$ cat src/rtl/fetch_unit_pkg.sv
// rtl/fetch_unit_pkg.sv - shared widths, PC limit, FSM encoding and target helper for fetch_unit
package fetch_unit_pkg;

    localparam int INSTR_W = 20;
    localparam int ADDR_W  = 10;
    localparam logic [ADDR_W-1:0] PC_MAX = 10'd1023;

    typedef enum logic [1:0] {
        ST_IDLE = 2'd0,
        ST_WAIT = 2'd1,
        ST_HALT = 2'd2
    } state_e;

    // Relative targets are two's-complement offsets; a plain ADDR_W-bit add
    // gives sign extension plus the modulo-1024 wrap for free.
    function automatic logic [ADDR_W-1:0] resolve_target(
        input logic              rel,
        input logic [ADDR_W-1:0] tgt,
        input logic [ADDR_W-1:0] base
    );
        return rel ? (base + tgt) : tgt;
    endfunction

endpackage

$ cat src/rtl/fetch_unit_program_counter.sv
// rtl/fetch_unit_program_counter.sv - pc register, increment/redirect adder, pending redirect, overflow flag
//
// Ports:
//   clk, rst          clock, synchronous active-high reset
//   load_i            apply redirect now (fetch FSM idle)
//   hold_i            redirect seen while a fetch is outstanding
//   advance_i         fetch completed: apply redirect/pending redirect or increment
//   drop_i            discard any pending redirect (fetch abandoned)
//   redirect_rel_i    live redirect is PC-relative
//   target_i          live redirect target / offset
//   pc_o              current program counter
//   pc_next_o         value pc takes at the coming edge
//   pc_overflow_o     sticky wrap flag
module program_counter
    import fetch_unit_pkg::*;
(
    input  logic              clk,
    input  logic              rst,
    input  logic              load_i,
    input  logic              hold_i,
    input  logic              advance_i,
    input  logic              drop_i,
    input  logic              redirect_rel_i,
    input  logic [ADDR_W-1:0] target_i,
    output logic [ADDR_W-1:0] pc_o,
    output logic [ADDR_W-1:0] pc_next_o,
    output logic              pc_overflow_o
);

    logic [ADDR_W-1:0] pc_q, pc_d;
    logic              ovf_q, ovf_d;
    logic              pend_q, pend_d;
    logic              pend_rel_q, pend_rel_d;
    logic [ADDR_W-1:0] pend_tgt_q, pend_tgt_d;

    always_comb begin
        pc_d       = pc_q;
        ovf_d      = ovf_q;
        pend_d     = pend_q;
        pend_rel_d = pend_rel_q;
        pend_tgt_d = pend_tgt_q;
        if (load_i) begin
            pc_d = resolve_target(redirect_rel_i, target_i, pc_q);
        end else if (advance_i) begin
            // A redirect arriving on the completion cycle itself is the newest
            // one and beats anything remembered earlier in the wait.
            if (hold_i) begin
                pc_d = resolve_target(redirect_rel_i, target_i, pc_q);
            end else if (pend_q) begin
                pc_d = resolve_target(pend_rel_q, pend_tgt_q, pc_q);
            end else begin
                pc_d = pc_q + ADDR_W'(1);
                if (pc_q == PC_MAX) begin
                    ovf_d = 1'b1;
                end
            end
            pend_d = 1'b0;
        end else if (hold_i) begin
            pend_d     = 1'b1;
            pend_rel_d = redirect_rel_i;
            pend_tgt_d = target_i;
        end
        if (drop_i) begin
            pend_d = 1'b0;
        end
    end

    always_ff @(posedge clk) begin
        if (rst) begin
            pc_q       <= '0;
            ovf_q      <= 1'b0;
            pend_q     <= 1'b0;
            pend_rel_q <= 1'b0;
            pend_tgt_q <= '0;
        end else begin
            pc_q       <= pc_d;
            ovf_q      <= ovf_d;
            pend_q     <= pend_d;
            pend_rel_q <= pend_rel_d;
            pend_tgt_q <= pend_tgt_d;
        end
    end

    assign pc_o          = pc_q;
    assign pc_next_o     = pc_d;
    assign pc_overflow_o = ovf_q;

endmodule

$ cat src/rtl/fetch_unit.sv
// rtl/fetch_unit.sv - instruction fetch FSM with registered memory handshake
//
// Ports:
//   clk, rst                  clock, synchronous active-high reset
//   fetch, halted             control-unit fetch request, terminator halt
//   redirect, redirect_rel    PC write request, relative/absolute select
//   target                    absolute address or signed offset
//   imem_ack, imem_data       memory data-ready strobe and read data
//   imem_req, imem_addr       registered memory read request/address
//   instruction, instr_valid  last fetched word and its one-cycle update pulse
//   pc, pc_overflow           program counter and sticky wrap flag
module fetch_unit
    import fetch_unit_pkg::*;
(
    input  logic               clk,
    input  logic               rst,
    input  logic               fetch,
    input  logic               halted,
    input  logic               redirect,
    input  logic               redirect_rel,
    input  logic [ADDR_W-1:0]  target,
    input  logic               imem_ack,
    input  logic [INSTR_W-1:0] imem_data,
    output logic               imem_req,
    output logic [ADDR_W-1:0]  imem_addr,
    output logic [INSTR_W-1:0] instruction,
    output logic               instr_valid,
    output logic [ADDR_W-1:0]  pc,
    output logic               pc_overflow
);

    state_e             state_q, state_d;
    logic               req_q, req_d;
    logic [ADDR_W-1:0]  addr_q, addr_d;
    logic [INSTR_W-1:0] instr_q, instr_d;
    logic               valid_q, valid_d;
    logic               halt_pend_q, halt_pend_d;

    logic               pc_load, pc_hold, pc_advance, pc_drop;
    logic [ADDR_W-1:0]  pc_next;
    logic               discard;

    program_counter u_pc (
        .clk            (clk),
        .rst            (rst),
        .load_i         (pc_load),
        .hold_i         (pc_hold),
        .advance_i      (pc_advance),
        .drop_i         (pc_drop),
        .redirect_rel_i (redirect_rel),
        .target_i       (target),
        .pc_o           (pc),
        .pc_next_o      (pc_next),
        .pc_overflow_o  (pc_overflow)
    );

    // Halt may be a short pulse during the wait, so it is remembered until ack.
    assign discard = halt_pend_q | halted;

    always_comb begin
        state_d     = state_q;
        req_d       = req_q;
        addr_d      = addr_q;
        instr_d     = instr_q;
        valid_d     = 1'b0;
        halt_pend_d = halt_pend_q;
        pc_load     = 1'b0;
        pc_hold     = 1'b0;
        pc_advance  = 1'b0;
        pc_drop     = 1'b0;
        unique case (state_q)
            ST_IDLE: begin
                pc_load = redirect;
                if (halted) begin
                    state_d = ST_HALT;
                end else if (fetch && !pc_overflow) begin
                    // pc_next already includes a same-cycle redirect.
                    req_d       = 1'b1;
                    addr_d      = pc_next;
                    halt_pend_d = 1'b0;
                    state_d     = ST_WAIT;
                end
            end
            ST_WAIT: begin
                pc_hold = redirect;
                if (halted) begin
                    halt_pend_d = 1'b1;
                end
                if (imem_ack) begin
                    req_d = 1'b0;
                    if (discard) begin
                        pc_drop = 1'b1;
                        state_d = ST_HALT;
                    end else begin
                        instr_d    = imem_data;
                        valid_d    = 1'b1;
                        pc_advance = 1'b1;
                        state_d    = ST_IDLE;
                    end
                end
            end
            default: begin
                req_d = 1'b0;
            end
        endcase
    end

    always_ff @(posedge clk) begin
        if (rst) begin
            state_q     <= ST_IDLE;
            req_q       <= 1'b0;
            addr_q      <= '0;
            instr_q     <= '0;
            valid_q     <= 1'b0;
            halt_pend_q <= 1'b0;
        end else begin
            state_q     <= state_d;
            req_q       <= req_d;
            addr_q      <= addr_d;
            instr_q     <= instr_d;
            valid_q     <= valid_d;
            halt_pend_q <= halt_pend_d;
        end
    end

    assign imem_req    = req_q;
    assign imem_addr   = addr_q;
    assign instruction = instr_q;
    assign instr_valid = valid_q;

endmodule

$ cat config.mk
export PLATFORM = sky130hd
export DESIGN_NAME = fetch_unit
export DESIGN_NICKNAME = d
export VERILOG_FILES = /design/src/rtl/fetch_unit_pkg.sv /design/src/rtl/fetch_unit_program_counter.sv /design/src/rtl/fetch_unit.sv
export SDC_FILE = /design/constraint.sdc
export NUM_CORES = 1
export LEC_CHECK = 0
export CORE_ASPECT_RATIO = 0.6
export CORE_MARGIN = 2
export CORE_UTILIZATION = 49
export DETAILED_ROUTE_END_ITERATION = 10
export PLACE_DENSITY = 0.78
export REMOVE_ABC_BUFFERS = 1
export SLEW_MARGIN = 30
export SYNTH_ARGS = -nofsm -noshare
export SYNTH_HDL_FRONTEND = slang
export SYNTH_SLANG_ARGS = --single-unit
$ cat constraint.sdc
create_clock -name clk -period 3.2 [get_ports clk]
set_clock_uncertainty 0.2 [all_clocks]
set_input_delay 0.48 -clock clk [delete_from_list [all_inputs] [get_ports clk]]
set_output_delay 0.48 -clock clk [all_outputs]
set_load 0.01 [all_outputs]
==> impl_metrics.csv, run 1 <==
group,metric,value,unit
outcome,status,"completed",
route,vias_per_cell,5.89,
timing,tightest_slew,743,ps
worst_setup_path,start_kind,"primary input",
job,drv_cap,0,
global_routing,antenna_found_initial,0,
route,drt_wl_total,10.8,mm
clocking,cts_made_buffers,9,
finish,multiInputGateArea,2240,sq um
placement,port_buffers,79,
die,fp.dieW,114,microns
die,rows,23,
clocking,cts_sinks,58,
worst_setup_path,cp_max_fo,3,
yosys,yosys_warnings,0,
finish,seq_area,1160,sq um
clocking,h-tree-depth,3,
route,vias,3678,
timing,period_share,91.8,%
clocking,clk_latency,340,ps
global_routing,grtUsageTotal,28.5,%
worst_setup_path,arrival,3020,ps
timing,setup-tns-final,0,ps
route,drt_first_pass_iters,5,
die,io_pins,80,
clocking,ctsHoldBuffers,0,
clocking,cts_setup_buffers,0,
timing,rsz0062_at_grt,"no",
route,wl_per_cell,17.4,microns
clocking,path_clk_slew,50,ps
yosys,synth.largest_area_cell,"dfxtp_1",
finish,fillCellCount,582,
route,drt_iter0_drc,450,
placement,hpwlAfterDp,7.93,mm
timing,maxSlewViolCount,0,
yosys,synth-main-ff-cell,"dfxtp_1",
global_routing,grt_pass1_vias,3433,
yosys,synth_edf_count,0,
global_routing,grt-ovfl-total,0,
timing,period_needed,2940,ps
global_routing,grt_pass1_wl,17.7,mm
clocking,root_buffer,"clkbuf_16",
route,ant_nets,0,
finish,syn2layout_area_growth,34.6,%
timing,finalHoldViolCount,0,
yosys,synth.distinct_cells,60,
worst_setup_path,worstSetupPathType,"primary input to flop",
hold_path,min_path_type,"flop to flop",
clocking,cts.path.max_buffers,2,
yosys,synth_area,3550,sq um
yosys,yosysSeqAreaShare,32.7,%
finish,nets,590,
finish,drive_gt1_share,9.50,%
power_and_ir_drop,powerDensity,469,nW/um^2
yosys,synth_area_leaders,"dfxtp_1 33%, nand2_1 7.5%, a21oi_1 7.2%, ha_1 6.7%, nor2_1 4.9%",
finish,final_common_cell,"clkdlybuf4s50_1",
worst_setup_path,cp.required,3280,ps
route,drc,0,
finish,final_core_util,69.7,%
die,initial_core_util,51.8,%
yosys,ys_ff_latch,58,
yosys,synthArstFlopShare,0,%
die,core,6850,sq um
finish,final_cell_mix,"78 x clkdlybuf4s50_1, 71 x nand2_1, 58 x dfxtp_1, 51 x a21oi_1, 45 x nor2_1",
clocking,cts_tree,"built",
clocking,cts_resized,0,
yosys,synth_area_per_cell,7.89,sq um
power_and_ir_drop,leakage,0.00180,uW
placement,gp_congestion,0.919,
timing,slew_headroom,50.4,%
yosys,synth_cells,450,
die,die_h,69.9,microns
yosys,yosysTopAreaCellShare,32.7,%
timing,timing.fmax,0.340,GHz
global_routing,grt_max_degree,27,
timing,setup_viol,0,
finish,num_antenna_cells,0,
die,dieArea,7960,sq um
worst_setup_path,endpoint_kind,"flop",
power_and_ir_drop,ir_drop,373,uV
[metal layers]
layer  up-vias  track usage (%)  part of all wire (%)
met5         -                0                     0
met4         0             6.37                   1.4
met3        22             9.20                    10
met2       186             40.9                    41
met1      1682             41.4                    48
li1       1788                -                     -
[cell families (layout without fill, tap and decap cells)]
family,Yosys count,after routing,synth area share [%]
AND/OR/NAND/NOR,155,155,19.8
multiplexers,18,18,5.15
buffers and inverters,36,123,4.34
XOR/XNOR,16,16,3.95
flip-flops,58,58,32.7
AO/OA/AOI/OAI,146,146,26.2
adder cells (fa/ha/maj),21,21,7.83
[synthesized netlist by cell type, types with 3 or more instances]
library cell,number
nor2b_1,3
o221ai_1,3
or3_1,3
xor2_1,6
o21bai_1,4
clkbuf_1,21
nand4_1,3
a32oi_1,3
ha_1,19
buf_2,3
a31oi_1,5
nor2_1,46
a21o_1,6
xnor2_1,10
nand2b_1,3
o22ai_1,5
o211ai_1,4
mux2i_1,16
nor3_1,8
o21ai_0,28
nand3_1,4
inv_1,8
a21oi_1,51
a211oi_1,13
nand2_1,71
dfxtp_1,58
[flip-flops by register name, summed over array words and instances, names as in the netlist, 2 cells and up]
signal and count:
instruction 20, imem_addr 10, u_pc.pend_tgt_q 10, state_q 2, u_pc.pc_o 10
[layout make-up]
type                            count  area share (%)
Multi-Input combinational cell    356            46.8
Sequential cell                    58            24.3
Timing Repair Buffer               99            19.6
Clock buffer                       11            5.29
Tap cell                           87            2.28
Clock inverter                      5            1.10
Inverter                            8           0.629
[final timing paths]
kind | from | to | slack [ps] | depth (start not counted)
hold / removal | instruction[11]$_SDFFE_PP0P_ | instruction[11]$_SDFFE_PP0P_ | 260 | 2
setup / recovery | target[6] | imem_addr[9]$_SDFFE_PP0P_ | 260 | 9
hold reg to reg | instruction[11]$_SDFFE_PP0P_ | instruction[11]$_SDFFE_PP0P_ | 260 | 2
setup reg to reg | u_pc.pend_tgt_q[0]$_SDFFE_PP0P_ | u_pc.pc_o[8]$_SDFF_PP0_ | 410 | 8
[critical path: stages]
cell	delay, ps
clkdlybuf4s50_1	490
ha_1	370
a2111oi_0	440
o21ai_0	280
a211o_1	320
o311ai_1	120
xor2_1	150
a211o_1	320
nand2_1	50
[per-stage QoR]
stage	worst slack, ps	total power, uW	hold slack, ps	instance area (sq um)	std cells
floorplan	766	1050	261	3420	422
CTS	346	2240	258	4780	624
detailed placement	8.80	1250	251	4470	608
finish	261	2240	256	4780	624
global route	192	2330	272	4780	624
global placement	90.3	1240	241	4470	608
[power breakdown]
group	total, uW	switching, uW	internal [uW]
sequential	799	46.8	752
combinational	453	233	220
clock	988	349	640
(Power assumes the default switching activity.)
==> inputs of run 2 (changes only) <==
Settings changed: CORE_UTILIZATION 49 to 44, CTS_CLUSTER_DIAMETER set to 200, PLACE_DENSITY 0.78 to 0.71.
==> run 2 against run 1 <==
Clock-buffer cell count is 2 higher. Power is 2.1% higher. Die area is 11% higher. First-iteration DRC count is 9.1% lower. Routed wire length is 0.45% lower. Worst hold slack worse by 4.0 ps. Critical path depth is 1 higher. Via count is 2.0% lower. Maximum frequency is 4.6% higher. Register-to-register slack worse by 20 ps. Critical path type unchanged. Highest routed layer unchanged.
==> impl_metrics.csv, run 2 (same netlist as run 1, synthesis figures left out) <==
group,metric,value,unit
timing,setup_viol,0,
finish,drive_gt1_share,8.79,%
finish,final_core_util,61.3,%
global_routing,grt_pass1_vias,3352,
outcome,status,"completed",
clocking,cts_tree,"built",
placement,placed_area,4490,sq um
die,core,7850,sq um
route,drt_wl_total,10.8,mm
finish,fin_area,4810,sq um
global_routing,grt_pass1_wl,17.4,mm
timing,layout_setup_ws,390,ps
finish,fillCellCount,690,
placement,port_buffers,79,
clocking,cts_resized,0,
finish,final_common_cell,"clkdlybuf4s50_1",
route,vias,3606,
die,die_h,73.6,microns
die,io_pins,80,
worst_setup_path,arrival,2850,ps
timing,period_share,87.8,%
global_routing,grt.busiest_layer,"met1",
timing,slew_headroom,48.1,%
worst_setup_path,start_kind,"primary input",
finish,largest_reg_flops,20,
placement,hpwlAfterDp,8.21,mm
global_routing,grtUsageTotal,25.3,%
worst_setup_path,cp.required,3240,ps
finish,nets,589,
worst_setup_path,endpoint_kind,"flop",
finish,syn2layout_area_growth,35.6,%
timing,tightest_slew,777,ps
clocking,cts.path.max_buffers,2,
power_and_ir_drop,leakage,0.00180,uW
power_and_ir_drop,ir_drop,269,uV
placement,place_ws,74.9,ps
clocking,cts_sinks,58,
route,ant_nets,0,
die,dieArea,8820,sq um
die,fp.dieW,120,microns
clocking,h-tree-depth,3,
placement,gp_congestion,0.961,
power_and_ir_drop,powerDensity,475,nW/um^2
timing,period_needed,2810,ps
die,initial_core_util,45.2,%
timing,setup-tns-final,0,ps
timing,timing.fmax,0.356,GHz
hold_path,min_path_type,"flop to flop",
global_routing,grt_use_met2,36.7,%
route,drt_iter0_drc,409,
route,vias_per_cell,5.61,
global_routing,grt_use_met3,5.05,%
clocking,cts_made_buffers,9,
die,rows,25,
worst_setup_path,worstSetupPathType,"primary input to flop",
finish,num_antenna_cells,0,
clocking,clk_latency,320,ps
global_routing,grt_util_met1,37.9,%
timing,maxSlewViolCount,0,
clocking,path_clk_slew,50,ps
finish,final_cell_mix,"78 x clkdlybuf4s50_1, 71 x nand2_1, 58 x dfxtp_1, 51 x a21oi_1, 45 x nor2_1",
route,drt_first_pass_iters,5,
route,wl_per_cell,16.8,microns
global_routing,antenna_found_initial,0,
timing,finalHoldViolCount,0,
timing,rsz0062_at_grt,"no",
worst_setup_path,cp_max_fo,4,
clocking,ctsHoldBuffers,0,
route,drc,0,
job,drv_cap,0,
global_routing,grt_max_degree,27,
clocking,root_buffer,"clkbuf_16",
global_routing,grt-ovfl-total,0,
clocking,cts_setup_buffers,0,
[run 2: per-stage QoR]
step                power (uW)  instances  hold WS, ps
finish                    2290        643          252
global route              2380        643          277
CTS                       2290        643          255
detailed placement        1250        628          248
global placement          1250        628          241
floorplan                 1050        422          261
[run 2: final cells by class]
class / count / area [sq um] / area share [%]
flip-flops and latches: 58 / 1160 / 24.1
clock buffers: 13 / 260 / 5.41
repair buffers: 98 / 928 / 19.3
inverters: 8 / 30.0 / 0.624
multi-input cells: 356 / 2240 / 46.5
clock inverters: 2 / 60.1 / 1.25
well taps: 108 / 135 / 2.81
[run 2: critical path, stage by stage]
cell             delay, ps
clkdlybuf4s50_1        450
ha_1                   260
fa_1                   420
a21o_1                 220
nand4_1                 90
nand2_1                160
xor2_1                 170
mux2i_1                100
o211a_1                250
a211oi_2               230
[run 2: routing by layer]
metal	wire length [microns]	share of wire (%)
met5	0	0
met4	98	0.91
met3	853	7.9
met2	4400	41
met1	5440	50
[run 2: power by group]
| part | total, uW | switching, uW | internal [uW] |
|---|---|---|---|
| logic | 451 | 231 | 221 |
| clock network | 1040 | 318 | 719 |
| registers | 798 | 45.6 | 753 |
[run 2: final timing paths]
path / end / startpoint / slack, ps / cells past startpoint
min: instruction[5]$_SDFFE_PP0P_ / instruction[5]$_SDFFE_PP0P_ / 250 / 2
max reg2reg: u_pc.pc_o[9]$_SDFF_PP0_ / u_pc.pc_o[1]$_SDFF_PP0_ / 390 / 8
max: imem_addr[6]$_SDFFE_PP0P_ / target[0] / 390 / 10
min reg2reg: instruction[5]$_SDFFE_PP0P_ / instruction[5]$_SDFFE_PP0P_ / 250 / 2
==> inputs of run 3 (changes only) <==
Settings changed: CAP_MARGIN set to 20.
==> results of run 3 <==
Same layout as run 2: the final DEF is identical, and so are final timing and power.
